===== src/rtl/lock_controller.sv =====
// Two-button code lock supervisor: gates buttons to an external sequence detector,
// times entry attempts, the unlocked window and the failure lockout with one shared down-counter.
module lock_controller #(
    parameter int unsigned ENTRY_CYCLES   = 200,
    parameter int unsigned OPEN_CYCLES    = 1000,
    parameter int unsigned LOCKOUT_CYCLES = 5000,
    parameter int unsigned MAX_FAIL       = 3
) (
    input  logic       clk,
    input  logic       rst,
    input  logic       left,
    input  logic       right,
    input  logic       match,
    output logic       det_left,
    output logic       det_right,
    output logic       det_clr,
    output logic       unlocked,
    output logic       alarm,
    output logic [1:0] fail_cnt,
    output logic [1:0] state
);

    typedef enum logic [1:0] {
        ST_ARMED   = 2'd0,
        ST_ENTRY   = 2'd1,
        ST_OPEN    = 2'd2,
        ST_LOCKOUT = 2'd3
    } state_t;

    localparam logic [15:0] ENTRY_LOAD   = 16'(ENTRY_CYCLES - 1);
    localparam logic [15:0] OPEN_LOAD    = 16'(OPEN_CYCLES - 1);
    localparam logic [15:0] LOCKOUT_LOAD = 16'(LOCKOUT_CYCLES - 1);
    localparam logic [2:0]  MAX_FAIL_V   = 3'(MAX_FAIL);

    state_t      state_q, state_d;
    logic [15:0] timer_q, timer_d;
    logic [1:0]  fail_q, fail_d;
    logic        left_q, right_q;
    logic        det_clr_q, det_clr_d;
    logic        press;

    // Edge registers track the raw buttons in every state, so a button held
    // through an OPEN/LOCKOUT exit is already "seen" and cannot look like a press.
    assign press = (left & ~left_q) | (right & ~right_q);

    always_comb begin
        state_d   = state_q;
        timer_d   = timer_q;
        fail_d    = fail_q;
        det_clr_d = 1'b0;
        case (state_q)
            ST_ARMED: begin
                if (match) begin
                    state_d = ST_OPEN;
                    timer_d = OPEN_LOAD;
                    fail_d  = 2'd0;
                end else if (press) begin
                    state_d = ST_ENTRY;
                    timer_d = ENTRY_LOAD;
                end
            end
            ST_ENTRY: begin
                if (match) begin
                    state_d = ST_OPEN;
                    timer_d = OPEN_LOAD;
                    fail_d  = 2'd0;
                end else if (press) begin
                    timer_d = ENTRY_LOAD;
                end else if (timer_q == 16'd0) begin
                    if (({1'b0, fail_q} + 3'd1) == MAX_FAIL_V) begin
                        state_d = ST_LOCKOUT;
                        timer_d = LOCKOUT_LOAD;
                        fail_d  = MAX_FAIL_V[1:0];
                    end else begin
                        state_d = ST_ARMED;
                        fail_d  = fail_q + 2'd1;
                    end
                end else begin
                    timer_d = timer_q - 16'd1;
                end
            end
            ST_OPEN: begin
                if (timer_q == 16'd0) begin
                    state_d = ST_ARMED;
                end else begin
                    timer_d = timer_q - 16'd1;
                end
            end
            default: begin
                if (timer_q == 16'd0) begin
                    state_d = ST_ARMED;
                    fail_d  = 2'd0;
                end else begin
                    timer_d = timer_q - 16'd1;
                end
            end
        endcase
        if ((state_d == ST_ARMED) && (state_q != ST_ARMED)) begin
            det_clr_d = 1'b1;
        end
    end

    always_ff @(posedge clk) begin
        if (rst) begin
            state_q   <= ST_ARMED;
            timer_q   <= 16'd0;
            fail_q    <= 2'd0;
            left_q    <= 1'b0;
            right_q   <= 1'b0;
            det_clr_q <= 1'b1;
        end else begin
            state_q   <= state_d;
            timer_q   <= timer_d;
            fail_q    <= fail_d;
            left_q    <= left;
            right_q   <= right;
            det_clr_q <= det_clr_d;
        end
    end

    assign det_left  = left  & ~state_q[1];
    assign det_right = right & ~state_q[1];
    assign det_clr   = det_clr_q;
    assign unlocked  = (state_q == ST_OPEN);
    assign alarm     = (state_q == ST_LOCKOUT);
    assign fail_cnt  = fail_q;
    assign state     = state_q;

endmodule


===== config.mk =====
export PLATFORM = sky130hd
export DESIGN_NAME = lock_controller
export DESIGN_NICKNAME = d
export VERILOG_FILES = /design/src/rtl/lock_controller.sv
export SDC_FILE = /design/constraint.sdc
export NUM_CORES = 1
export LEC_CHECK = 0
export CAP_MARGIN = 40
export CORE_UTILIZATION = 50
export CTS_CLUSTER_DIAMETER = 60
export DETAILED_ROUTE_END_ITERATION = 16
export DONT_BUFFER_PORTS = 1
export SYNTH_ARGS = -nofsm -noshare
export SYNTH_HDL_FRONTEND = slang
export SYNTH_SLANG_ARGS = --single-unit
export TNS_END_PERCENT = 5

===== constraint.sdc =====
create_clock -name clk -period 2.25 [get_ports clk]
set_input_delay 0.225 -clock clk [delete_from_list [all_inputs] [get_ports clk]]
set_output_delay 0.225 -clock clk [all_outputs]
set_load 0.02 [all_outputs]

# ---- Yosys cells after proc, flatten, opt, wreduce, memory -nomap -nowiden
# Index checks and enable logic that the tools add are counted.
dict set report totals {
  latch_bits 0
  mem_count 0
  reg_bits 23
  rom_bits 0
  word_cells 60
  ram_bits 0
}
dict set report op_classes {
  mul 0
  n_bitwise 9
  mux 24
  order_cmp 0
  add_sub_neg 3
  n_div 0
  reduce_logical 8
  n_shift 0
  n_eq_ne 10
}
# operator count
set op_table {}
lappend op_table {{$mux 16} 7}
lappend op_table {{$pmux 16 s2} 1}
lappend op_table {{$mux 2} 13}
lappend op_table {{$logic_not 16->1} 1}
lappend op_table {{$sub 16x1->16 const B} 1}
lappend op_table {{$ne 3x3->1 const B} 3}
lappend op_table {{$pmux 2 s3} 1}
lappend op_table {{$ne 5x5->1 const B} 1}
lappend op_table {{$reduce_and 5->1} 1}
lappend op_table {{$and 1x1->1} 4}
lappend op_table {{$eq 2x2->1 const B} 2}
lappend op_table {{$logic_not 2->1} 2}
lappend op_table {{$not 1->1} 4}
lappend op_table {{$pmux 2 s2} 1}
lappend op_table {{$add 2x1->3 const B} 1}
lappend op_table {{$eq 3x2->1 const B} 1}
lappend op_table {{$ne 3x1->1 const B} 1}
lappend op_table {{$reduce_and 3->1} 1}
lappend op_table {{$reduce_bool 3->1} 1}
lappend op_table {{$add 2x1->2 const B} 1}
lappend op_table {{$eq 2x1->1 const B} 1}
lappend op_table {{$ne 2x2->1 const B} 1}
lappend op_table {{$reduce_bool 2->1} 1}
lappend op_table {{$logic_and 1x1->1} 1}
lappend op_table {{2 further kinds} 2}

# ---- Logic depth before layout (Yosys ltp)
dict set report logic_depth {
  word_depth 10
  depth_mapped 8
  mapped_depth_nobuf 7
}

# ---- Least setup slack after synthesis
# No wires, ideal clock.
dict set report synth_path {
  path_type {register to register}
  startpoint {reg fail_q[1], in the netlist fail_cnt[1]}
  endpoint {reg timer_q[15]}
  path_stages_with_launch 7
  required_ps 2179
  synth_period_minus_slack_ps 1927
  n_path_buf 0
  path_slack_ps 323
  setup_time_ps 71
  arrival_ps 1856
  cell_sequence {dfxtp_1 > ha_1 > nor2_1 > a31oi_2 > o211ai_2 > or4_1 > a21oi_1}
}
dict set report synth_between {
  elab_chain_cells 4
}
# item line_no
set synth_rtl {}
lappend synth_rtl {{start: declaration} 37} ;# logic [1:0] fail_q, fail_d;
lappend synth_rtl {{start signal: assignment} 114} ;# fail_q <= fail_d;
lappend synth_rtl {{$add 2x1->3} 70} ;# if (({1'b0, fail_q} + 3'd1) == MAX_FAIL_V) begin
lappend synth_rtl {{$eq 3x2->1} 70}
lappend synth_rtl {{$ne 5x5->1 (no source line)} -}
lappend synth_rtl {{$reduce_and 3->1 (no source line)} -}
lappend synth_rtl {{end signal: assignment} 113} ;# timer_q <= timer_d;
lappend synth_rtl {{end: declaration} 36} ;# logic [15:0] timer_q, timer_d;
# No other way between the ends.
# A chain may end at the register's enable or synchronous reset.

# ---- Worst setup path after layout
dict set report layout_path {
  startpoint {reg fail_q[0], in the netlist fail_cnt[0]}
  endpoint {reg timer_q[15]}
}
# The elaborated chain is that of the path after synthesis.

==> results by group <==
Drt
  • DR pass1 iterations: 6
  • Avg Vias per Cell: 6.181
  • Wire per inst: 15.39 um
  • DRC: 0
  • WL final: 3139 um
  • 1st-iter DRT viols: 18
  • Wire length on met1: 1498 um
  • Top Layer Used: met4
  • Via count: 1261
  • Met2 wire len: 1483 um
  • WL met3: 134 um
  • Final ANT Viol Nets: 0

Place
  • Pre-CTS setup slack: 233.0 ps
  • HPWL Detailed: 2309 um
  • GP Congestion: 0.8172
  • Number of port buffers: 0

Synthesis
  • Avg Cell Area, Syn: 8.037 um2
  • Post-synth EDFFs: 0
  • YS warnings: 0
  • Yosys cell types: 48
  • Cell Area, Synth: 0.001366 mm2
  • Gate count of the mapped netlist: 170
  • Register bit count reported by yosys: 23
  • Seq/Total Area, Yosys: 33.70%
  • Top FF cell, synth: dfxtp_1
  • FFs w/ async S/R, synth: 0%
  • Net count after synthesis: 178

Power and ir drop
  • Pwr dens: 627.9 mW/mm2
  • Lkg Pwr: 0.5297 nW
  • Overall Power: 916.8 uW
  • Max VDD drop: 0.4074 mV

Critical path
  • CP arrival: 2280 ps
  • CP max FO: 10
  • Kind of critical path: reg2reg
  • CP endpoint kind: flip-flop
  • CP Launch Type: flip-flop
  • Critical path required time: 2500 ps

Clocking
  • Latest clock arrival within the worst-skew pair: 300 ps
  • CTS tree: built
  • Root buf cell: clkbuf_4
  • Clock Pin Slew Worst Setup and Hold Paths: 120 ps
  • H-tree depth: 1
  • CTS sink count: 23
  • Num CTS Buffers: 3
  • Resized cells post-CTS: 0
  • Clock buffer depth: 2

Layout
  • Area delta synth->final: 6.868%
  • Commonest non-fill, non-tap cell in the layout: dfxtp_1
  • Commonest non-fill, non-tap cells in the layout: dfxtp_1 (23), a21oi_1 (17), nor2_1 (15)
  • Share of cells above drive strength 1: 12.64%
  • Final core occ: 57.89%
  • ANT cells: 0
  • Nets@finish: 183

Run
  • Max-cap viol count: 0

STA
  • Max_slew headroom: 62.85%
  • Slew Limit Fails: 0
  • Pin slew with the least headroom to its limit: 555.3 ps
  • Skew final: 4.728 ps
  • RSZ-0062 raised after global routing: false
  • Crit path time final: 2026 ps
  • Post-route setup slack: 223.5 ps
  • Fmax: 493.5 MHz
  • Number of setup violations in the final report: 0
  • Final hold violations: 0
  • Part of the cycle the worst path needs: 90.07%
  • Fin Setup TNS: 0 ps

Global routing
  • Initial antenna violation count: 0
  • Vias in the first global route: 1230
  • Largest net degree at the start of global routing: 16
  • GR Overflow Total: 0
  • First-pass GRT wire length: 5340 um
  • Total track usage: 24.97%

Floorplan
  • DIE HEIGHT: 54.28 um
  • Core area: 0.002522 mm2
  • Die W: 54.28 um
  • Die Area: 0.002946 mm2
  • IO Count: 14
  • Rows: 18
  • Initial Utilization: 54.17%

Run status
  • Status: finished clean

Worst hold path
  • Hold Crit Class: in2reg
-- kinds of logic after synthesis --
family / after synthesis / synth area share, %
simple gates: 70 / 28.57
flops: 23 / 33.70
fa+ha+maj: 3 / 2.748
buf+inv: 13 / 4.028
compound gates: 57 / 28.39
xor+xnor: 4 / 2.565
-- layer usage --
metal | global-route usage [%] | vias up
li1 | - | 637
met1 | 33.50 | 590
met2 | 39.43 | 30
met3 | 3.889 | 4
met4 | 10.68 | 0
met5 | 0 | -
-- sequential cells by signal, summed over array words and instances (netlist names) --
| name | count |
|---|---|
| timer_q | 16 |
| fail_cnt | 2 |
| state | 2 |
| det_clr | 1 |
| left_q | 1 |
| right_q | 1 |
-- area by class of cell --
cell class                 count  area [um2]
fill                         251        1062
clock buffer                   4       26.28
tap                           30       37.54
timing repair buffer           9       70.07
inverter                       4       15.01
multi-input combinational    134       850.8
sequential                    23       460.4
-- power by group --
group	internal, mW	leakage [nW]	switching (mW)
combinational	0.105	0.325	0.157
clock	0.0691	0.0150	0.118
sequential	0.436	0.189	0.0316
-- synth_stat cells, types with 4 or more instances --
cell type  count  area [um2]
nor3_1         6       30.03
nor2b_1        7       43.79
inv_1          4       15.01
nand2_1        9       33.78
or3_1          4       25.02
o31ai_1        5       37.54
a21o_1         4       30.03
clkbuf_1       4       15.01
or4_1          4       30.03
dfxtp_1       23       460.4
nor4_1         5       31.28
o21ai_0        8       40.04
nor2_1        15       56.30
buf_2          5       25.02
nand3_1        4       20.02
a21oi_1       17       85.08
-- stage by stage --
stage | cells | instance area [um2] | hold slack (ps)
2_1_floorplan | 170 | 1366 | 296.6
3_3_place_gp | 199 | 1424 | 297.5
3_5_place_dp | 199 | 1424 | 298.6
4_1_cts | 204 | 1460 | 5.847
5_1_grt | 204 | 1460 | 9.973
6_report | 204 | 1460 | 22.63
-- critical path: stages (launching register included) --
cell      delay (ps)
dfxtp_1          330
inv_1             50
ha_1             230
nor2_1            90
a31oi_2          380
o211ai_2         240
or4_1            510
a21oi_1          140
-- final timing paths --
kind / from / end / slack, ps / cells past startpoint
worst min-delay path: rst / det_clr / 20 / 1
worst max-delay path: fail_cnt[0] / timer_q[15] / 220 / 7
worst min register to register: timer_q[13] / timer_q[13] / 500 / 2
worst max register to register: fail_cnt[0] / timer_q[15] / 220 / 7
-- what timing repair did --
item,CTS,global route
hold endpoints to repair,15,0
setup buffers,0,0
hold buffers,1,0
setup endpoints to repair,0,0
No activity file was read; power rests on OpenSTA's default activity.
